<file path="config.mk">
export PLATFORM = sky130hd
export DESIGN_NAME = dcmac_tx_arbiter
export DESIGN_NICKNAME = d
export VERILOG_FILES = /design/src/rtl/dcmac_tx_arbiter.sv
export SDC_FILE = /design/constraint.sdc
export NUM_CORES = 1
export LEC_CHECK = 0
export CAP_MARGIN = 20
export CORE_AREA = 2 2 710 712
export CTS_BUF_LIST = sky130_fd_sc_hd__clkbuf_8
export DETAILED_ROUTE_END_ITERATION = 8
export DIE_AREA = 0 0 712 714
export DONT_BUFFER_PORTS = 1
export HOLD_SLACK_MARGIN = 0.1
export PLACE_DENSITY_LB_ADDON = 0.1
export SLEW_MARGIN = 15
export SYNTH_ARGS = -nofsm -noshare
export SYNTH_HDL_FRONTEND = slang
export SYNTH_SLANG_ARGS = --single-unit
</file>
<file path="constraint.sdc">
create_clock -name clk -period 7.3 [get_ports clk]
set_input_delay 2.19 -clock clk [delete_from_list [all_inputs] [get_ports clk]]
set_output_delay 2.19 -clock clk [all_outputs]
set_load 0.01 [all_outputs]
</file>
<file path="src/rtl/dcmac_tx_arbiter.sv">
// Packet-granular round-robin arbiter sharing one DCMAC TX segmented port
// between two requesters, with a single registered output stage.
module dcmac_tx_arbiter #(
  parameter int unsigned SEG_COUNT = 4
) (
  input  logic         clk,
  input  logic         resetn,
  input  logic         enable,
  input  logic [511:0] s0_tdata,
  input  logic [63:0]  s0_tkeep,
  input  logic [7:0]   s0_tuser,
  input  logic [3:0]   s0_tlast,
  input  logic         s0_tvalid,
  output logic         s0_tready,
  input  logic [511:0] s1_tdata,
  input  logic [63:0]  s1_tkeep,
  input  logic [7:0]   s1_tuser,
  input  logic [3:0]   s1_tlast,
  input  logic         s1_tvalid,
  output logic         s1_tready,
  output logic [511:0] m_tdata,
  output logic [63:0]  m_tkeep,
  output logic [7:0]   m_tuser,
  output logic [3:0]   m_tlast,
  output logic         m_tvalid,
  input  logic         m_tready,
  output logic         busy,
  output logic         owner,
  output logic [31:0]  pkt_count0,
  output logic [31:0]  pkt_count1
);

  localparam int unsigned SEG_N   = 4;
  localparam int unsigned DATA_W  = 512;
  localparam int unsigned KEEP_W  = 64;
  localparam int unsigned USER_W  = 8;
  localparam int unsigned CNT_W   = 32;
  localparam int unsigned SEG_DW  = DATA_W / SEG_N;
  localparam int unsigned SEG_KW  = KEEP_W / SEG_N;
  localparam int unsigned SEG_UW  = USER_W / SEG_N;
  localparam logic [SEG_N-1:0] SEG_MASK = (SEG_COUNT == 2) ? 4'b0011 : 4'b1111;

  typedef struct packed {
    logic [DATA_W-1:0] tdata;
    logic [KEEP_W-1:0] tkeep;
    logic [USER_W-1:0] tuser;
    logic [SEG_N-1:0]  tlast;
  } beat_t;

  typedef enum logic {ST_IDLE, ST_BUSY} state_t;

  state_t             state_q, state_d;
  logic               last_q, last_d;
  logic               owner_q, owner_d;
  logic               busy_q, busy_d;
  logic [CNT_W-1:0]   cnt0_q, cnt0_d;
  logic [CNT_W-1:0]   cnt1_q, cnt1_d;
  beat_t              mbeat_q, mbeat_d;
  logic               mvalid_q, mvalid_d;

  logic  can_load;
  logic  sel;
  logic  sel_vld;
  logic  in_valid;
  logic  accept;
  logic  eop;
  beat_t in_beat;
  beat_t masked;

  // Grant selection and ready generation; ready never looks at the owner's tvalid
  always_comb begin
    can_load = ~mvalid_q | m_tready;
    sel      = 1'b0;
    sel_vld  = 1'b0;
    if (state_q == ST_BUSY) begin
      sel     = owner_q;
      sel_vld = 1'b1;
    end else if (enable) begin
      sel     = (s0_tvalid && s1_tvalid) ? ~last_q : s1_tvalid;
      sel_vld = s0_tvalid | s1_tvalid;
    end
    s0_tready = sel_vld & ~sel & can_load;
    s1_tready = sel_vld &  sel & can_load;
    in_valid  = sel ? s1_tvalid : s0_tvalid;
    in_beat   = sel ? beat_t'{s1_tdata, s1_tkeep, s1_tuser, s1_tlast}
                    : beat_t'{s0_tdata, s0_tkeep, s0_tuser, s0_tlast};
    accept    = sel_vld & can_load & in_valid;
    eop       = |(in_beat.tlast & SEG_MASK);
  end

  // Zero every field of segments outside the configured segment count
  always_comb begin
    masked = in_beat;
    for (int k = 0; k < SEG_N; k++) begin
      if (!SEG_MASK[k]) begin
        masked.tdata[SEG_DW*k +: SEG_DW] = '0;
        masked.tkeep[SEG_KW*k +: SEG_KW] = '0;
        masked.tuser[SEG_UW*k +: SEG_UW] = '0;
        masked.tlast[k]                  = 1'b0;
      end
    end
  end

  always_comb begin
    state_d  = state_q;
    last_d   = last_q;
    owner_d  = owner_q;
    cnt0_d   = cnt0_q;
    cnt1_d   = cnt1_q;
    mbeat_d  = mbeat_q;
    mvalid_d = mvalid_q;
    case (state_q)
      ST_IDLE: begin
        if (accept) begin
          owner_d = sel;
          if (eop) last_d  = sel;
          else     state_d = ST_BUSY;
        end
      end
      ST_BUSY: begin
        if (accept && eop) begin
          state_d = ST_IDLE;
          last_d  = owner_q;
        end
      end
      default: state_d = ST_IDLE;
    endcase
    if (accept && eop) begin
      if (sel) cnt1_d = cnt1_q + CNT_W'(1);
      else     cnt0_d = cnt0_q + CNT_W'(1);
    end
    busy_d = (state_d == ST_BUSY);
    if (accept) begin
      mbeat_d  = masked;
      mvalid_d = 1'b1;
    end else if (m_tready) begin
      mvalid_d = 1'b0;
    end
  end

  // Reset favours requester 0 on the first tie by marking requester 1 as last served
  always_ff @(posedge clk or negedge resetn) begin
    if (!resetn) begin
      state_q  <= ST_IDLE;
      last_q   <= 1'b1;
      owner_q  <= 1'b0;
      busy_q   <= 1'b0;
      cnt0_q   <= '0;
      cnt1_q   <= '0;
      mbeat_q  <= '0;
      mvalid_q <= 1'b0;
    end else begin
      state_q  <= state_d;
      last_q   <= last_d;
      owner_q  <= owner_d;
      busy_q   <= busy_d;
      cnt0_q   <= cnt0_d;
      cnt1_q   <= cnt1_d;
      mbeat_q  <= mbeat_d;
      mvalid_q <= mvalid_d;
    end
  end

  assign m_tdata    = mbeat_q.tdata;
  assign m_tkeep    = mbeat_q.tkeep;
  assign m_tuser    = mbeat_q.tuser;
  assign m_tlast    = mbeat_q.tlast;
  assign m_tvalid   = mvalid_q;
  assign busy       = busy_q;
  assign owner      = owner_q;
  assign pkt_count0 = cnt0_q;
  assign pkt_count1 = cnt1_q;

endmodule

</file>
; After elaboration in Yosys (flattened, before gate mapping)
; Index checks and enable logic that the tools add are counted.
[totals]
reg_bits = 656
[op_classes]
n_reduce_logical = 8
add_sub_neg = 2
bitwise_logic = 12
n_eq_ne = 3
n_mux = 17
[ops]
columns = operator, count
row1 = $mux 588, 1
row2 = $add 32x1->32 const B, 2
row3 = $mux 1, 14
row4 = $and 1x1->1, 6
row5 = $reduce_and 2->1, 3
row6 = $ne 2x2->1 const B, 2
row7 = $not 1->1, 4
row8 = $pmux 1 s2, 2
row9 = $reduce_or 4->1, 1
row10 = $reduce_and 3->1, 1
row11 = $logic_and 1x1->1, 2
row12 = $ne 2x1->1 const B, 1
row13 = $or 1x1->1, 2
row14 = $reduce_bool 2->1, 1

; Depth between registers and ports, before layout
[logic_depth]
depth_word = 9
depth_mapped = 9
ltp_nobuf = 6

; Least setup slack after synthesis
; Ideal clock, no wire load.
[synth_path]
path_kind = input -> output
start = input port s0_tvalid
end = output port s1_tready
path_slack_ns = 1.821
t_arrival_ns = 3.289
required_time_ns = 5.110
stages = 6
n_path_buf = 3
cell_sequence = a21oi_1 -> a32oi_1 -> buf_2 -> clkbuf_1 -> clkbuf_1 -> nor2_1
[synth_via]
elab_chain_cells = 6
word_cells_on_any_way = 9
[synth_rtl]
columns = item, line_no
row1 = start: declaration, 13  ; input logic s0_tvalid,
row2 = $logic_and 1x1->1, 79  ; sel = (s0_tvalid && s1_tvalid) ? ~last_q : s1_tvalid;
row3 = $mux 1, 79
row4 = $mux 1, 78  ; end else if (enable) begin
row5 = $mux 1, 75  ; if (state_q == ST_BUSY) begin
row6 = $and 1x1->1 * (2 in a row), 83  ; s1_tready = sel_vld & sel & can_load;
row7 = end: declaration, 20  ; output logic s1_tready,
; Every way passes the cells marked *; elsewhere a longest branch is shown, timed or not.

; Worst setup path after layout
[layout_path]
start = input port s1_tvalid
end = output port s1_tready
[layout_via]
elab_chain_cells = 6
word_cells_on_any_way = 9
[layout_rtl]
columns = item, line_no
row1 = start: declaration, 19  ; input logic s1_tvalid,
row2 = $logic_and 1x1->1, 79
row3 = $mux 1, 79
row4 = $mux 1, 78
row5 = $mux 1, 75
row6 = $and 1x1->1 * (2 in a row), 83
; Marks and branches as above.

==> results.ini <==
[placed_design]
place.port_buffers = 0
gp_congestion = 0.917
detailed_place_hpwl_um = 314000

[sta]
finalCriticalPeriod_ns = 5.85
hold_violations = 0
relSlewSlack_pct = 29.2
skew_ns = 0.0997
slew_violations = 0
finalCritPeriodShare_pct = 80.2
setup_violations = 0
fmax_mhz = 171
grt_setup_unrepaired = false
tightestPinTransition_ns = 1.06
fin_tns_setup_ns = 0

[synthesis]
synth-edff-count = 0
ys_types = 47
synthFlopType = dfrtp_1
synth_seq_cells = 656
synth_nets = 4679
syn_avg_cell_area_um2 = 8.39
synth.largest_area_cell = dfrtp_1
synth_area_um2 = 29300
yosysSeqAreaShare_pct = 56.0
synth_cells = 3495
ys_async_sr_fraction_pct = 100
netlist.area_leader.share_pct = 55.9
synth_area_leaders = dfrtp_1, nand2_1, a31oi_1, nor2_1, clkbuf_1
yosysWarnings = 0

[clock_tree]
clk_pin_slew_ns = 0.06
root_buffer = clkbuf_8
clock_latency_ns = 1.00
cts_resized = 0
cts_setup_buffers = 0
cts_buffers = 164
clock_sinks = 656
cts_buffer_depth = 4
ctsHoldBuffers = 0
cts_htree_levels = 4
tritoncts = done

[flow_run]
cap_violations = 0

[setup_path]
slowest_delay_ns = 0.59
required_ns = 5.11
slowest_stage = o21ai_1
worst_setup_path_start_kind = input pin
path_cells = o21a_1 -> o21ai_1 -> nor2_1 -> buf_4
crit_arrival_ns = 3.66
cp_max_fo = 5
endpoint_kind = output port
r2r_cells = 6
critical_path_class = in2out

[drt]
routed_wl_um = 365000
drtPass1Iterations = 5
drc = 0
ant_nets = 0
vias = 29100
dr.first_iter.drc_count = 2097
wl_per_cell_um = 35.4
viasPerCell = 2.82

[run_status]
status = finished, final reports clean

[finish]
nets = 4637
syn_to_final_growth_pct = 39.4
drive_gt1_share_pct = 8.39

[power_and_ir_drop]
p_leak_nw = 14.6
power_frac_seq_pct = 49.1
ir_drop_mv = 0.114
power_frac_comb_pct = 18.2
finalPower_mw = 15.3
intPower_mw = 8.36
clock_power_share_pct = 32.7
switching_share_pct = 45.4
cellPowerDensity_nw_per_um2 = 374
switching_power_mw = 6.94

[grt]
antenna_found_initial = 384
first_global_vias = 28200
grt-ovfl-total = 0
grt_usage_pct = 13.8
grt_pass1_wl_um = 435000
grt_max_degree = 191

[die]
die_x_um = 712
core_area_um2 = 500000
fp-row-count = 260
ioPinCount = 1839
die_h_um = 714
die_area_um2 = 508000
start_util_pct = 5.86

[hold_path]
hp-class = reg2reg
hold_depth = 1

## stage by stage
step	utilization, %	hold WS (ns)	setup WS, ns	cells	cell area (um2)
CTS	8.14	0.554	1.28	10300	40700
global placement	7.46	0.544	1.27	9964	37300
floorplan	-	0.487	1.82	3495	29300
detailed placement	7.48	0.539	1.28	9967	37400
finish	8.17	0.555	1.45	10300	40900
global route	8.15	0.584	1.28	10300	40800
## cells in the final DEF, fill, tap and decap left out, types with 22 or more instances in the layout
cell      count
clkbuf_8    203
nor2_1      603
nand4_1      22
buf_4        32
xnor2_1      46
inv_1        72
dfrtp_1     655
a31oi_1     588
diode_2      54
nand2_1    1203
## power groups by stage
stage	combinational [mW]	sequential, mW	clock, mW
after floorplan	1.84	6.10	0
after global placement	2.85	7.76	0
after detailed placement	2.87	7.74	0
after CTS	2.87	7.69	5.32
after global routing	3.17	7.66	5.44
final	2.78	7.52	5.00
## layout make-up
class | instances | area [um2]
Antenna cell | 54 | 135
Clock buffer | 203 | 2790
Clock inverter | 87 | 499
Fill cell | 58900 | 459000
Inverter | 6 | 22.5
Multi-Input combinational cell | 2566 | 11800
Sequential cell | 656 | 16400
Tap cell | 6681 | 8360
Timing Repair Buffer | 59 | 826
## kinds of logic (layout without fill, tap and decap cells)
family / count (synthesis) / count (layout) / synth area share, %
adders and majority gates: 2 / 2 / 0.0853
muxes: 3 / 3 / 0.115
AOI/OAI and AO/OA: 602 / 602 / 12.9
DFF: 656 / 656 / 56.0
other: 0 / 54 / 0
xor gates and xnor gates: 62 / 62 / 1.85
and+or+nand+nor: 1897 / 1897 / 25.3
buffers and inverters: 273 / 355 / 3.79
## path summary, 6_finish.rpt
| check | startpoint | end | slack, ns |
|---|---|---|---|
| max | s1_tvalid | s1_tready | 1.45 |
| min | pkt_count1[31] | pkt_count1[31] | 0.55 |
| max reg2reg | flop | m_tdata[321] | 3.38 |
| min reg2reg | pkt_count1[31] | pkt_count1[31] | 0.55 |
| max in group asynchronous | resetn | m_tdata[363] | 3.72 |
| min in group asynchronous | resetn | m_tkeep[55] | 0.87 |
## synthesized netlist by cell type (3+ instances only)
cell	number
and3_1	12
mux2_2	3
or4_1	5
dfrtp_1	655
o21ai_0	3
xnor2_1	46
inv_1	6
buf_1	16
nand4_1	22
a21oi_1	3
nand2_1	1203
and2_1	4
nor3_1	6
a31oi_1	588
xor2_1	16
clkbuf_1	189
buf_2	60
and4_1	5
nor2_1	603
nand3_1	18
## per-layer routing
| layer | vias up | GRT usage (%) | part of all wire [%] |
|---|---|---|---|
| li1 | 11700 | - | - |
| met5 | - | 0 | 0.35 |
| met1 | 14400 | 14.6 | 36 |
| met2 | 1945 | 24.2 | 49 |
| met3 | 796 | 7.52 | 12 |
| met4 | 196 | 2.62 | 2.5 |
## state kept, by name, indices dropped and copies added, names as in the netlist, named ones only
| name | flops |
|---|---|
| pkt_count0 | 32 |
| m_tlast | 4 |
| pkt_count1 | 32 |
| last_q | 1 |
| owner | 1 |
| m_tkeep | 64 |
| m_tuser | 8 |
| m_tvalid | 1 |
| m_tdata | 512 |
## critical path, delay by kind of cell
family	cells	cell delay [ns]
AND/OR/NAND/NOR	1	0.39
buffers and inverters	1	0.26
AO/OA/AOI/OAI	2	0.80
No activity file was read; power rests on OpenSTA's default activity.
